<file path="src/rtl/ex_stage_if.sv">
// ID/EX inputs and EX/MEM outputs of the execute stage.
// The upstream pipeline drives through the master modport; ex_stage connects through the slave modport.
interface ex_stage_if;
  logic        flush_EX;
  logic        valid_ex;
  logic [2:0]  ALU_FUN;
  logic        SEL_ALU;
  logic        SEL_REG;
  logic [2:0]  ctrl_MEM_exe;
  logic [1:0]  ctrl_WB_exe;
  logic [31:0] A;
  logic [31:0] DOB_exe;
  logic [31:0] imm_ext_exe;
  logic [4:0]  rt_exe;
  logic [4:0]  rd_exe;
  logic        stall_EX;
  logic [31:0] ALU_res_mem;
  logic [31:0] DOB_mem;
  logic [4:0]  dest_mem;
  logic [2:0]  ctrl_MEM_mem;
  logic [1:0]  ctrl_WB_mem;
  logic        valid_mem;

  modport master (
    output flush_EX, valid_ex, ALU_FUN, SEL_ALU, SEL_REG, ctrl_MEM_exe, ctrl_WB_exe,
           A, DOB_exe, imm_ext_exe, rt_exe, rd_exe,
    input  stall_EX, ALU_res_mem, DOB_mem, dest_mem, ctrl_MEM_mem, ctrl_WB_mem, valid_mem
  );

  modport slave (
    input  flush_EX, valid_ex, ALU_FUN, SEL_ALU, SEL_REG, ctrl_MEM_exe, ctrl_WB_exe,
           A, DOB_exe, imm_ext_exe, rt_exe, rd_exe,
    output stall_EX, ALU_res_mem, DOB_mem, dest_mem, ctrl_MEM_mem, ctrl_WB_mem, valid_mem
  );
endinterface

</file>
<file path="src/rtl/ex_stage.sv">
// Execute stage: single-cycle ALU plus a 32-iteration shift-add multiplier that stalls ID/EX.
// Drives the EX/MEM pipeline register.
module ex_stage (
  input  logic       reloj,
  input  logic       resetEX,
  ex_stage_if.slave  ex
);

  typedef enum logic {IDLE = 1'b0, BUSY = 1'b1} state_e;

  state_e      state_q;
  logic [4:0]  cnt_q;
  logic [31:0] mcand_q;
  logic [31:0] mplier_q;
  logic [31:0] acc_q;
  logic [31:0] dob_hold_q;
  logic [4:0]  dest_hold_q;
  logic [2:0]  cmem_hold_q;
  logic [1:0]  cwb_hold_q;

  logic [31:0] res_q;
  logic [31:0] dob_q;
  logic [4:0]  dest_q;
  logic [2:0]  cmem_q;
  logic [1:0]  cwb_q;
  logic        valid_q;

  logic [31:0] op_b;
  logic [4:0]  dest;
  logic [31:0] alu_res;
  logic [31:0] partial;
  logic [31:0] acc_d;
  logic        mul_req;
  logic        last_iter;

  always_comb begin
    op_b = ex.SEL_ALU ? ex.imm_ext_exe : ex.DOB_exe;
    dest = ex.SEL_REG ? ex.rd_exe : ex.rt_exe;
    alu_res = '0;
    case (ex.ALU_FUN)
      3'b000:  alu_res = ex.A + op_b;
      3'b001:  alu_res = ex.A - op_b;
      3'b010:  alu_res = ex.A & op_b;
      3'b011:  alu_res = ex.A | op_b;
      3'b100:  alu_res = ex.A ^ op_b;
      3'b101:  alu_res = ($signed(ex.A) < $signed(op_b)) ? 32'd1 : 32'd0;
      3'b110:  alu_res = ex.A << op_b[4:0];
      default: alu_res = '0;
    endcase
  end

  // On the final iteration acc_d already includes bit 31, so it is the full product.
  assign partial   = mplier_q[cnt_q] ? (mcand_q << cnt_q) : 32'd0;
  assign acc_d     = acc_q + partial;
  assign mul_req   = ex.valid_ex & (ex.ALU_FUN == 3'b111) & ~ex.flush_EX;
  assign last_iter = (state_q == BUSY) && (cnt_q == 5'd31);

  assign ex.stall_EX = ((state_q == IDLE) & mul_req) |
                       ((state_q == BUSY) & (cnt_q != 5'd31) & ~ex.flush_EX);

  always_ff @(posedge reloj or posedge resetEX) begin
    if (resetEX) begin
      state_q     <= IDLE;
      cnt_q       <= '0;
      mcand_q     <= '0;
      mplier_q    <= '0;
      acc_q       <= '0;
      dob_hold_q  <= '0;
      dest_hold_q <= '0;
      cmem_hold_q <= '0;
      cwb_hold_q  <= '0;
      res_q       <= '0;
      dob_q       <= '0;
      dest_q      <= '0;
      cmem_q      <= '0;
      cwb_q       <= '0;
      valid_q     <= 1'b0;
    end else begin
      res_q   <= '0;
      dob_q   <= '0;
      dest_q  <= '0;
      cmem_q  <= '0;
      cwb_q   <= '0;
      valid_q <= 1'b0;
      if (ex.flush_EX) begin
        state_q <= IDLE;
        cnt_q   <= '0;
        acc_q   <= '0;
      end else if (state_q == IDLE) begin
        if (mul_req) begin
          mcand_q     <= ex.A;
          mplier_q    <= op_b;
          acc_q       <= '0;
          cnt_q       <= '0;
          dob_hold_q  <= ex.DOB_exe;
          dest_hold_q <= dest;
          cmem_hold_q <= ex.ctrl_MEM_exe;
          cwb_hold_q  <= ex.ctrl_WB_exe;
          state_q     <= BUSY;
        end else if (ex.valid_ex) begin
          res_q   <= alu_res;
          dob_q   <= ex.DOB_exe;
          dest_q  <= dest;
          cmem_q  <= ex.ctrl_MEM_exe;
          cwb_q   <= ex.ctrl_WB_exe;
          valid_q <= 1'b1;
        end
      end else if (last_iter) begin
        res_q   <= acc_d;
        dob_q   <= dob_hold_q;
        dest_q  <= dest_hold_q;
        cmem_q  <= cmem_hold_q;
        cwb_q   <= cwb_hold_q;
        valid_q <= 1'b1;
        acc_q   <= '0;
        cnt_q   <= '0;
        state_q <= IDLE;
      end else begin
        acc_q <= acc_d;
        cnt_q <= cnt_q + 5'd1;
      end
    end
  end

  assign ex.ALU_res_mem  = res_q;
  assign ex.DOB_mem      = dob_q;
  assign ex.dest_mem     = dest_q;
  assign ex.ctrl_MEM_mem = cmem_q;
  assign ex.ctrl_WB_mem  = cwb_q;
  assign ex.valid_mem    = valid_q;

endmodule
</file>
<file path="src/flat_wrapper.sv">
// flat-port wrapper written by rule: the top's interface ports become plain ports
module ex_stage_flat 
  (reloj, resetEX, ex_flush_EX, ex_valid_ex, ex_ALU_FUN, ex_SEL_ALU, ex_SEL_REG, ex_ctrl_MEM_exe, ex_ctrl_WB_exe, ex_A, ex_DOB_exe, ex_imm_ext_exe, ex_rt_exe, ex_rd_exe, ex_stall_EX, ex_ALU_res_mem, ex_DOB_mem, ex_dest_mem, ex_ctrl_MEM_mem, ex_ctrl_WB_mem, ex_valid_mem);
  ex_stage_if ex_i ();
  input  logic reloj;
  input  logic resetEX;
  input wire logic [$bits(ex_i.flush_EX)-1:0] ex_flush_EX;
  input wire logic [$bits(ex_i.valid_ex)-1:0] ex_valid_ex;
  input wire logic [$bits(ex_i.ALU_FUN)-1:0] ex_ALU_FUN;
  input wire logic [$bits(ex_i.SEL_ALU)-1:0] ex_SEL_ALU;
  input wire logic [$bits(ex_i.SEL_REG)-1:0] ex_SEL_REG;
  input wire logic [$bits(ex_i.ctrl_MEM_exe)-1:0] ex_ctrl_MEM_exe;
  input wire logic [$bits(ex_i.ctrl_WB_exe)-1:0] ex_ctrl_WB_exe;
  input wire logic [$bits(ex_i.A)-1:0] ex_A;
  input wire logic [$bits(ex_i.DOB_exe)-1:0] ex_DOB_exe;
  input wire logic [$bits(ex_i.imm_ext_exe)-1:0] ex_imm_ext_exe;
  input wire logic [$bits(ex_i.rt_exe)-1:0] ex_rt_exe;
  input wire logic [$bits(ex_i.rd_exe)-1:0] ex_rd_exe;
  output wire logic [$bits(ex_i.stall_EX)-1:0] ex_stall_EX;
  output wire logic [$bits(ex_i.ALU_res_mem)-1:0] ex_ALU_res_mem;
  output wire logic [$bits(ex_i.DOB_mem)-1:0] ex_DOB_mem;
  output wire logic [$bits(ex_i.dest_mem)-1:0] ex_dest_mem;
  output wire logic [$bits(ex_i.ctrl_MEM_mem)-1:0] ex_ctrl_MEM_mem;
  output wire logic [$bits(ex_i.ctrl_WB_mem)-1:0] ex_ctrl_WB_mem;
  output wire logic [$bits(ex_i.valid_mem)-1:0] ex_valid_mem;
  assign ex_i.flush_EX = ex_flush_EX;
  assign ex_i.valid_ex = ex_valid_ex;
  assign ex_i.ALU_FUN = ex_ALU_FUN;
  assign ex_i.SEL_ALU = ex_SEL_ALU;
  assign ex_i.SEL_REG = ex_SEL_REG;
  assign ex_i.ctrl_MEM_exe = ex_ctrl_MEM_exe;
  assign ex_i.ctrl_WB_exe = ex_ctrl_WB_exe;
  assign ex_i.A = ex_A;
  assign ex_i.DOB_exe = ex_DOB_exe;
  assign ex_i.imm_ext_exe = ex_imm_ext_exe;
  assign ex_i.rt_exe = ex_rt_exe;
  assign ex_i.rd_exe = ex_rd_exe;
  assign ex_stall_EX = ex_i.stall_EX;
  assign ex_ALU_res_mem = ex_i.ALU_res_mem;
  assign ex_DOB_mem = ex_i.DOB_mem;
  assign ex_dest_mem = ex_i.dest_mem;
  assign ex_ctrl_MEM_mem = ex_i.ctrl_MEM_mem;
  assign ex_ctrl_WB_mem = ex_i.ctrl_WB_mem;
  assign ex_valid_mem = ex_i.valid_mem;
  ex_stage u_core (.reloj(reloj), .resetEX(resetEX), .ex(ex_i));
endmodule
</file>
<file path="config.mk">
export PLATFORM = sky130hd
export DESIGN_NAME = ex_stage_flat
export DESIGN_NICKNAME = d
export VERILOG_FILES = /design/src/rtl/ex_stage_if.sv /design/src/rtl/ex_stage.sv /design/src/flat_wrapper.sv
export SDC_FILE = /design/constraint.sdc
export NUM_CORES = 1
export LEC_CHECK = 0
export BUFFER_PORTS_ARGS = -buffer_cell sky130_fd_sc_hd__clkbuf_2
export CAP_MARGIN = 30
export CORE_ASPECT_RATIO = 1.1
export CORE_MARGIN = 4
export CORE_UTILIZATION = 32
export CTS_CLUSTER_DIAMETER = 150
export DETAILED_ROUTE_END_ITERATION = 8
export SLEW_MARGIN = 20
export SYNTH_ARGS = -nofsm -noshare
export SYNTH_HDL_FRONTEND = slang
export SYNTH_SLANG_ARGS = --single-unit
</file>
<file path="constraint.sdc">
create_clock -name reloj -period 8.3 [get_ports reloj]
set_clock_uncertainty 0.05 [all_clocks]
set_input_delay 1.245 -clock reloj [delete_from_list [all_inputs] [get_ports reloj]]
set_output_delay 1.245 -clock reloj [all_outputs]
set_load 0.01 [all_outputs]
</file>
==> results of run 1 <==
[critical path, cell delays in order (launching register included)]
cell and delay [ps]:
dfrtp_2 640, buf_4 510, inv_1 330, mux2i_1 310, inv_1 150, o21ai_0 560, mux2i_1 230, nor2_1 230
ha_1 330, a211oi_1 240, o21bai_1 150, o311ai_1 290, nand2_1 110, a41oi_2 200, o31ai_2 150, a221o_1 390
a221oi_1 330, xor2_1 260, o32ai_1 110
[kinds of logic after synthesis]
kind of cell / after synthesis / synth area share (%)
buffers and inverters: 256 / 5.541
adder cells (fa/ha/maj): 153 / 10.36
multiplexers: 132 / 9.589
flip-flops: 219 / 29.31
AO/OA/AOI/OAI: 726 / 26.02
AND/OR/NAND/NOR: 743 / 16.88
XOR/XNOR: 49 / 2.295
[Yosys cell counts (all sizes together) (17+ instances only)]
cell type,instances
nor2b,22
o22ai,34
a21o,26
a22o,41
xnor2,37
mux4,34
nor2,234
o211ai,21
o21bai,17
nand2b,21
and2,17
inv,100
nand3,30
o21ai,157
nor3,21
ha,150
mux2i,91
a31oi,28
nand2,343
a211oi,66
a21oi,190
clkbuf,109
dfrtp,219
buf,44
a22oi,33
[state kept, by name (all words and copies together) (netlist names), 5 cells and up]
name and count:
u_core.acc_q 32, u_core.cnt_q 5, u_core.ex.DOB_mem 32, u_core.mcand_q 32
u_core.ex.ALU_res_mem 32, u_core.dest_hold_q 5, u_core.mplier_q 32, u_core.ex.dest_mem 5
u_core.dob_hold_q 32
[cell type report]
cell class	instances	area share, %
inverters	103	1.869
well taps	752	4.435
multi-input cells	1803	57.53
clock inverters	11	0.4777
diodes	4	0.04718
clock buffers	36	3.485
flip-flops and latches	219	25.84
repair buffers	240	6.322
[power breakdown]
part | switching (W) | internal [W]
Clock | 0.000493 | 0.000657
Combinational | 0.000835 | 0.000446
Sequential | 0.0000976 | 0.00120
[final timing paths]
path                       depth (start not counted)                         to             startpoint
max                                               18  u_core.ex.ALU_res_mem[30]        u_core.cnt_q[0]
min                                                2      u_core.dob_hold_q[13]  u_core.dob_hold_q[13]
max reg2reg                                       18  u_core.ex.ALU_res_mem[30]        u_core.cnt_q[0]
min reg2reg                                        2      u_core.dob_hold_q[13]  u_core.dob_hold_q[13]
max in group asynchronous                          3          u_core.mcand_q[5]                resetEX
min in group asynchronous                          2           u_core.acc_q[17]                resetEX
[layer usage]
layer / wire length [um] / global-route usage, % / vias to the layer above
li1: - / - / 8406
met1: 34230 / 34.48 / 9152
met2: 37520 / 39.93 / 934
met3: 6330 / 3.697 / 167
met4: 3461 / 8.982 / 4
met5: 23 / 0 / -
[through the flow]
step	instances	utilization [%]
after CTS	3162	36.77
after global routing	3164	36.85
after detailed placement	3115	35.31
after floorplan	2278	-
final	3168	36.86
after global placement	3115	35.31
==> results.sh, run 1 <==
export IMPL_outcome="finished, final reports clean"
export IMPL_required_ps=8680
export IMPL_drc=0
export IMPL_grt_pass1_vias=17850
export IMPL_worstSkewPairLatency_ps=560
export IMPL_fin_area_um2=21220
export IMPL_layout_nets=2667
export IMPL_hold_viol=0
export IMPL_start_util_pct=32.49
export IMPL_period_share_pct=69.37
export IMPL_power_density_nw_per_um2=175.4
export IMPL_core_um2=57560
export IMPL_syn_nets=2551
export IMPL_clock_path_buffers=3
export IMPL_wl_um=81570
export IMPL_routabilityCongestion=1.007
export IMPL_max_cap_violations=0
export IMPL_via_per_inst=5.891
export IMPL_vias=18660
export IMPL_cp_max_fo=37
export IMPL_criticalPathCategory="reg -> reg"
export IMPL_synth_edf_count=0
export IMPL_peakVddDrop_mv=0.1386
export IMPL_layout_common_cells="343 x nand2_1, 232 x nor2_1, 218 x dfrtp_1, 195 x clkbuf_2, 186 x a21oi_1"
export IMPL_cts_max_level=1
export IMPL_worst_pin_slew_ps=1149
export IMPL_cts_resized=0
export IMPL_finalPower_w=0.003722
export IMPL_synth_distinct_cells=90
export IMPL_avgSynthCellArea_um2=8.208
export IMPL_tns_ps=0
export IMPL_end_kind="register"
export IMPL_power_leakage_nw=10.10
export IMPL_dpl_hpwl_um=63500
export IMPL_grt_usage_pct=24.96
export IMPL_path_clk_slew_ps=60
export IMPL_cts_hold_buf=0
export IMPL_regArea_um2=5482
export IMPL_fin_ws_ps=2542
export IMPL_cts_tree="built"
export IMPL_rsz0062_at_grt="false"
export IMPL_dieArea_um2=62370
export IMPL_antenna_left=0
export IMPL_slew_limit_headroom_pct=22.59
export IMPL_cts_root_buf="clkbuf_16"
export IMPL_drv_slew=0
export IMPL_fmax_mhz=173.7
export IMPL_synth_seq_cells=219
export IMPL_seq_area_frac_synth_pct=29.31
export IMPL_yosys_warnings=0
export IMPL_fill_cells=5984
export IMPL_layout_commonest_cell="nand2_1"
export IMPL_clock_sinks=219
export IMPL_antenna_found_initial=5
export IMPL_grt_overflow_total=0
export IMPL_num_io_pins=196
export IMPL_placed_cell_area_um2=20320
export IMPL_finalSetupViolations=0
export IMPL_worstHoldPathType="reg -> reg"
export IMPL_period_minus_slack_ps=5758
export IMPL_dp_slack_ps=2221
export IMPL_async_flop_share_pct=100.0
export IMPL_yosys_most_used_dff="dfrtp_1"
export IMPL_io_buffer_count=195
export IMPL_syn_to_final_growth_pct=13.47
export IMPL_synth_top_area_share_pct=29.31
export IMPL_drt_wirelength_per_cell_um=25.75
export IMPL_synth_top_cells_by_area="dfrtp_1 29%, ha_1 10%, nand2_1 6.9%"
export IMPL_grt_pass1_wl_um=118900
export IMPL_reg2reg_slack_ps=2540
export IMPL_netlist_area_um2=18700
export IMPL_die_h_um=261.5
export IMPL_start_kind="register"
export IMPL_grt_max_degree=101
export IMPL_syn_inst=2278
export IMPL_fin_hold_ws_ps=424.3
export IMPL_rows=92
export IMPL_drt_iter0_markers=2331
export IMPL_yosysTopAreaCell="dfrtp_1"
export IMPL_cp_arrival_ps=6140
export IMPL_post_cts_buffers=0
export IMPL_multiInputGateArea_um2=12210
export IMPL_cts_buffers=27
export IMPL_first_pass_iters=8
export IMPL_die_x_um=238.5
export IMPL_drive_above_1_share_pct=15.46
No activity file was read; power rests on OpenSTA's default activity.
==> run 2, diff against run 1 <==
--- a/config.mk
+++ b/config.mk
@@ -5,6 +5,7 @@
 export SDC_FILE = /design/constraint.sdc
 export NUM_CORES = 1
 export LEC_CHECK = 0
+export ABC_AREA = 1
 export BUFFER_PORTS_ARGS = -buffer_cell sky130_fd_sc_hd__clkbuf_2
 export CAP_MARGIN = 30
 export CORE_ASPECT_RATIO = 1.1
==> constraint.sdc (replaced) <==
create_clock -name reloj -period 4.8 [get_ports reloj]
set_clock_uncertainty 0.05 [all_clocks]
set_input_delay 0.72 -clock reloj [delete_from_list [all_inputs] [get_ports reloj]]
set_output_delay 0.72 -clock reloj [all_outputs]
set_load 0.01 [all_outputs]
==> run 2 against run 1 <==
Final cell count is 39% higher. Clock power increased by 87%. Critical endpoint is now u_core.ex.ALU_res_mem[26]. Wire length grew 35%. Sequential cell count did not move. Synthesized cell count increased by 46%. Non-clock buffer count rose by 80. Sequential share of layout area is 3.1 points lower. Largest power group is now combinational logic. Total power is 90% higher. Register-to-register slack got worse by 2000 ps.
==> results.sh, run 2 <==
export IMPL_outcome="finished, final reports clean"
export IMPL_regArea_um2=5482
export IMPL_post_cts_buffers=0
export IMPL_vias=24090
export IMPL_drive_above_1_share_pct=12.19
export IMPL_cts_max_level=1
export IMPL_criticalPathCategory="reg -> reg"
export IMPL_drt_iter0_markers=2565
export IMPL_tns_ps=0
export IMPL_period_minus_slack_ps=4226
export IMPL_async_flop_share_pct=100.0
export IMPL_rows=97
export IMPL_dp_slack_ps=207.0
export IMPL_start_util_pct=32.53
export IMPL_slew_limit_headroom_pct=36.04
export IMPL_finalSetupViolations=0
export IMPL_period_share_pct=88.04
export IMPL_cts_tree="built"
export IMPL_layout_nets=3803
export IMPL_yosys_warnings=0
export IMPL_antenna_left=0
export IMPL_syn_to_final_growth_pct=15.62
export IMPL_fin_ws_ps=574.3
export IMPL_multiInputGateArea_um2=13140
export IMPL_cp_max_fo=25
export IMPL_grt_pass1_wl_um=156700
export IMPL_avgSynthCellArea_um2=6.247
export IMPL_io_buffer_count=195
export IMPL_n_antenna_cell=0
export IMPL_path_clk_slew_ps=70
export IMPL_worst_pin_slew_ps=953.1
export IMPL_power_density_nw_per_um2=293.9
export IMPL_clock_sinks=219
export IMPL_grt_overflow_total=0
export IMPL_critPathTopFamily="simple AND/OR/NAND/NOR gates"
export IMPL_worstSkewPairLatency_ps=580
export IMPL_syn_inst=3337
export IMPL_crit_top_cell="nand3_1"
export IMPL_hold_viol=0
export IMPL_cp_arrival_ps=4610
export IMPL_antenna_found_initial=1
export IMPL_wl_um=110100
export IMPL_synth_edf_count=0
export IMPL_path_cells="inv_2 -> nand2_1 -> nand3_1 -> nand3_1 -> nand3_1 -> nand2_1 -> nand2_1 -> buf_4 -> nor2_1 -> fa_1 -> nand3_1 -> nand3_1 -> a21oi_1 -> o21ai_0 -> nand3_1 -> nand4_1 -> nand3_1 -> nand2_1 -> a21boi_1"
export IMPL_layout_commonest_cell="nand2_1"
export IMPL_drt_wirelength_per_cell_um=25.07
export IMPL_peakVddDrop_mv=0.2687
export IMPL_max_stage_delay_ps=430
export IMPL_cts_resized=0
export IMPL_end_kind="register"
export IMPL_die_h_um=275.7
export IMPL_rsz0062_at_grt="false"
export IMPL_cts_hold_buf=0
export IMPL_num_io_pins=196
export IMPL_syn_nets=3610
export IMPL_start_kind="register"
export IMPL_synth_top_cells_by_area="dfrtp_1 26%, nand2_1 18%, nand3_1 10%"
export IMPL_clock_path_buffers=3
export IMPL_dpl_hpwl_um=91290
export IMPL_crit_buf_inv=2
export IMPL_max_cap_violations=0
export IMPL_routabilityCongestion=1.045
export IMPL_yosys_most_used_dff="dfrtp_1"
export IMPL_synth_seq_cells=219
export IMPL_first_pass_iters=6
export IMPL_yosysTopAreaCell="dfrtp_1"
export IMPL_core_um2=64080
export IMPL_grt_pass1_vias=22990
export IMPL_via_per_inst=5.485
export IMPL_cts_buffers=27
export IMPL_power_leakage_nw=12.64
export IMPL_dieArea_um2=69300
export IMPL_synth_distinct_cells=57
export IMPL_grt_usage_pct=30.55
export IMPL_drv_slew=0
export IMPL_fill_cells=7110
export IMPL_drc=0
export IMPL_cp_slowest_cell="dfrtp_2"
export IMPL_die_x_um=251.4
export IMPL_synth_commonest_cells="1003 x nand2_1, 422 x nand3_1, 381 x inv_1"
export IMPL_worstHoldPathType="in -> async"
export IMPL_cts_root_buf="clkbuf_16"
export IMPL_grt_max_degree=106
export IMPL_layout_common_cells="1003 x nand2_1, 422 x nand3_1, 380 x inv_1, 239 x nor2_1, 232 x o21ai_0"
export IMPL_yosysMostFrequentCell="nand2_1"
export IMPL_synth_top_area_share_pct=26.29
export IMPL_seq_area_frac_synth_pct=26.29
export IMPL_required_ps=5180
export IMPL_fmax_mhz=236.6
export IMPL_netlist_area_um2=20850
==> run 2: cell types whose count changed in the layout (fill, tap and decap cells not counted), moves of 34 or more <==
cell and delta:
nand2_1 +660, nand3_1 +392, inv_1 +284, o21ai_0 +93, mux2i_1 -83, buf_4 +74, a211oi_1 -55, mux4_2 -34
nand4_1 +34
==> run 2: worst paths after layout <==
check / startpoint / to / slack, ps / cells after the start
max in group asynchronous: resetEX / u_core.cnt_q[0] / 3890 / 3
max reg2reg: u_core.cnt_q[0] / u_core.ex.ALU_res_mem[26] / 570 / 19
min reg2reg: u_core.dob_hold_q[11] / u_core.dob_hold_q[11] / 420 / 2
min in group reloj: ex_ctrl_MEM_exe[1] / u_core.cmem_hold_q[1] / 310 / 3
min: resetEX / u_core.ex.dest_mem[0] / 240 / 3
max: u_core.cnt_q[0] / u_core.ex.ALU_res_mem[26] / 570 / 19
==> run 2: stage by stage <==
step / instance area [um^2] / utilization [%] / power, W / hold slack [ps] / std cells
6_report: 24100 / 37.62 / 0.007085 / 244.8 / 4392
5_1_grt: 24100 / 37.62 / 0.007437 / 295.3 / 4392
4_1_cts: 24100 / 37.62 / 0.007050 / 267.6 / 4392
3_5_place_dp: 23170 / 36.15 / 0.004898 / 408.3 / 4342
3_3_place_gp: 23160 / 36.14 / 0.004915 / 403.9 / 4340
2_1_floorplan: 20850 / - / 0.003804 / 391.9 / 3337
==> run 2: logic make-up after synthesis <==
group | synth area share, %
simple gates | 36.63
mux | 0.1921
flops | 26.29
fa+ha+maj | 9.291
compound gates | 15.96
xor+xnor | 0.8822
buf+inv | 10.76
==> run 2: area by class of cell <==
cell class	count	area share [%]
clock buffer	41	3.436
tap	841	4.365
sequential	219	22.74
multi-input combinational	2566	54.51
inverter	396	6.203
timing repair buffer	320	8.295
clock inverter	9	0.4464
==> run 2: layer usage <==
metal | GRT usage (%) | share of wire, % | vias to the layer above
li1 | - | - | 11320
met1 | 40.19 | 42 | 11560
met2 | 51.12 | 47 | 1001
met3 | 3.157 | 6.2 | 210
met4 | 13.36 | 5.5 | 2
met5 | 0 | 0.012 | -
==> run 2: worst min-delay path, stage by stage <==
cell and delay [ps]:
clkbuf_2 100, clkinvlp_4 110, buf_12 380
==> run 2: power by group <==
group	total, W	internal (W)	leakage, nW	switching (W)
logic	0.00270	0.000795	9.33	0.00190
clock network	0.00215	0.00126	0.456	0.000898
registers	0.00224	0.00210	2.86	0.000141
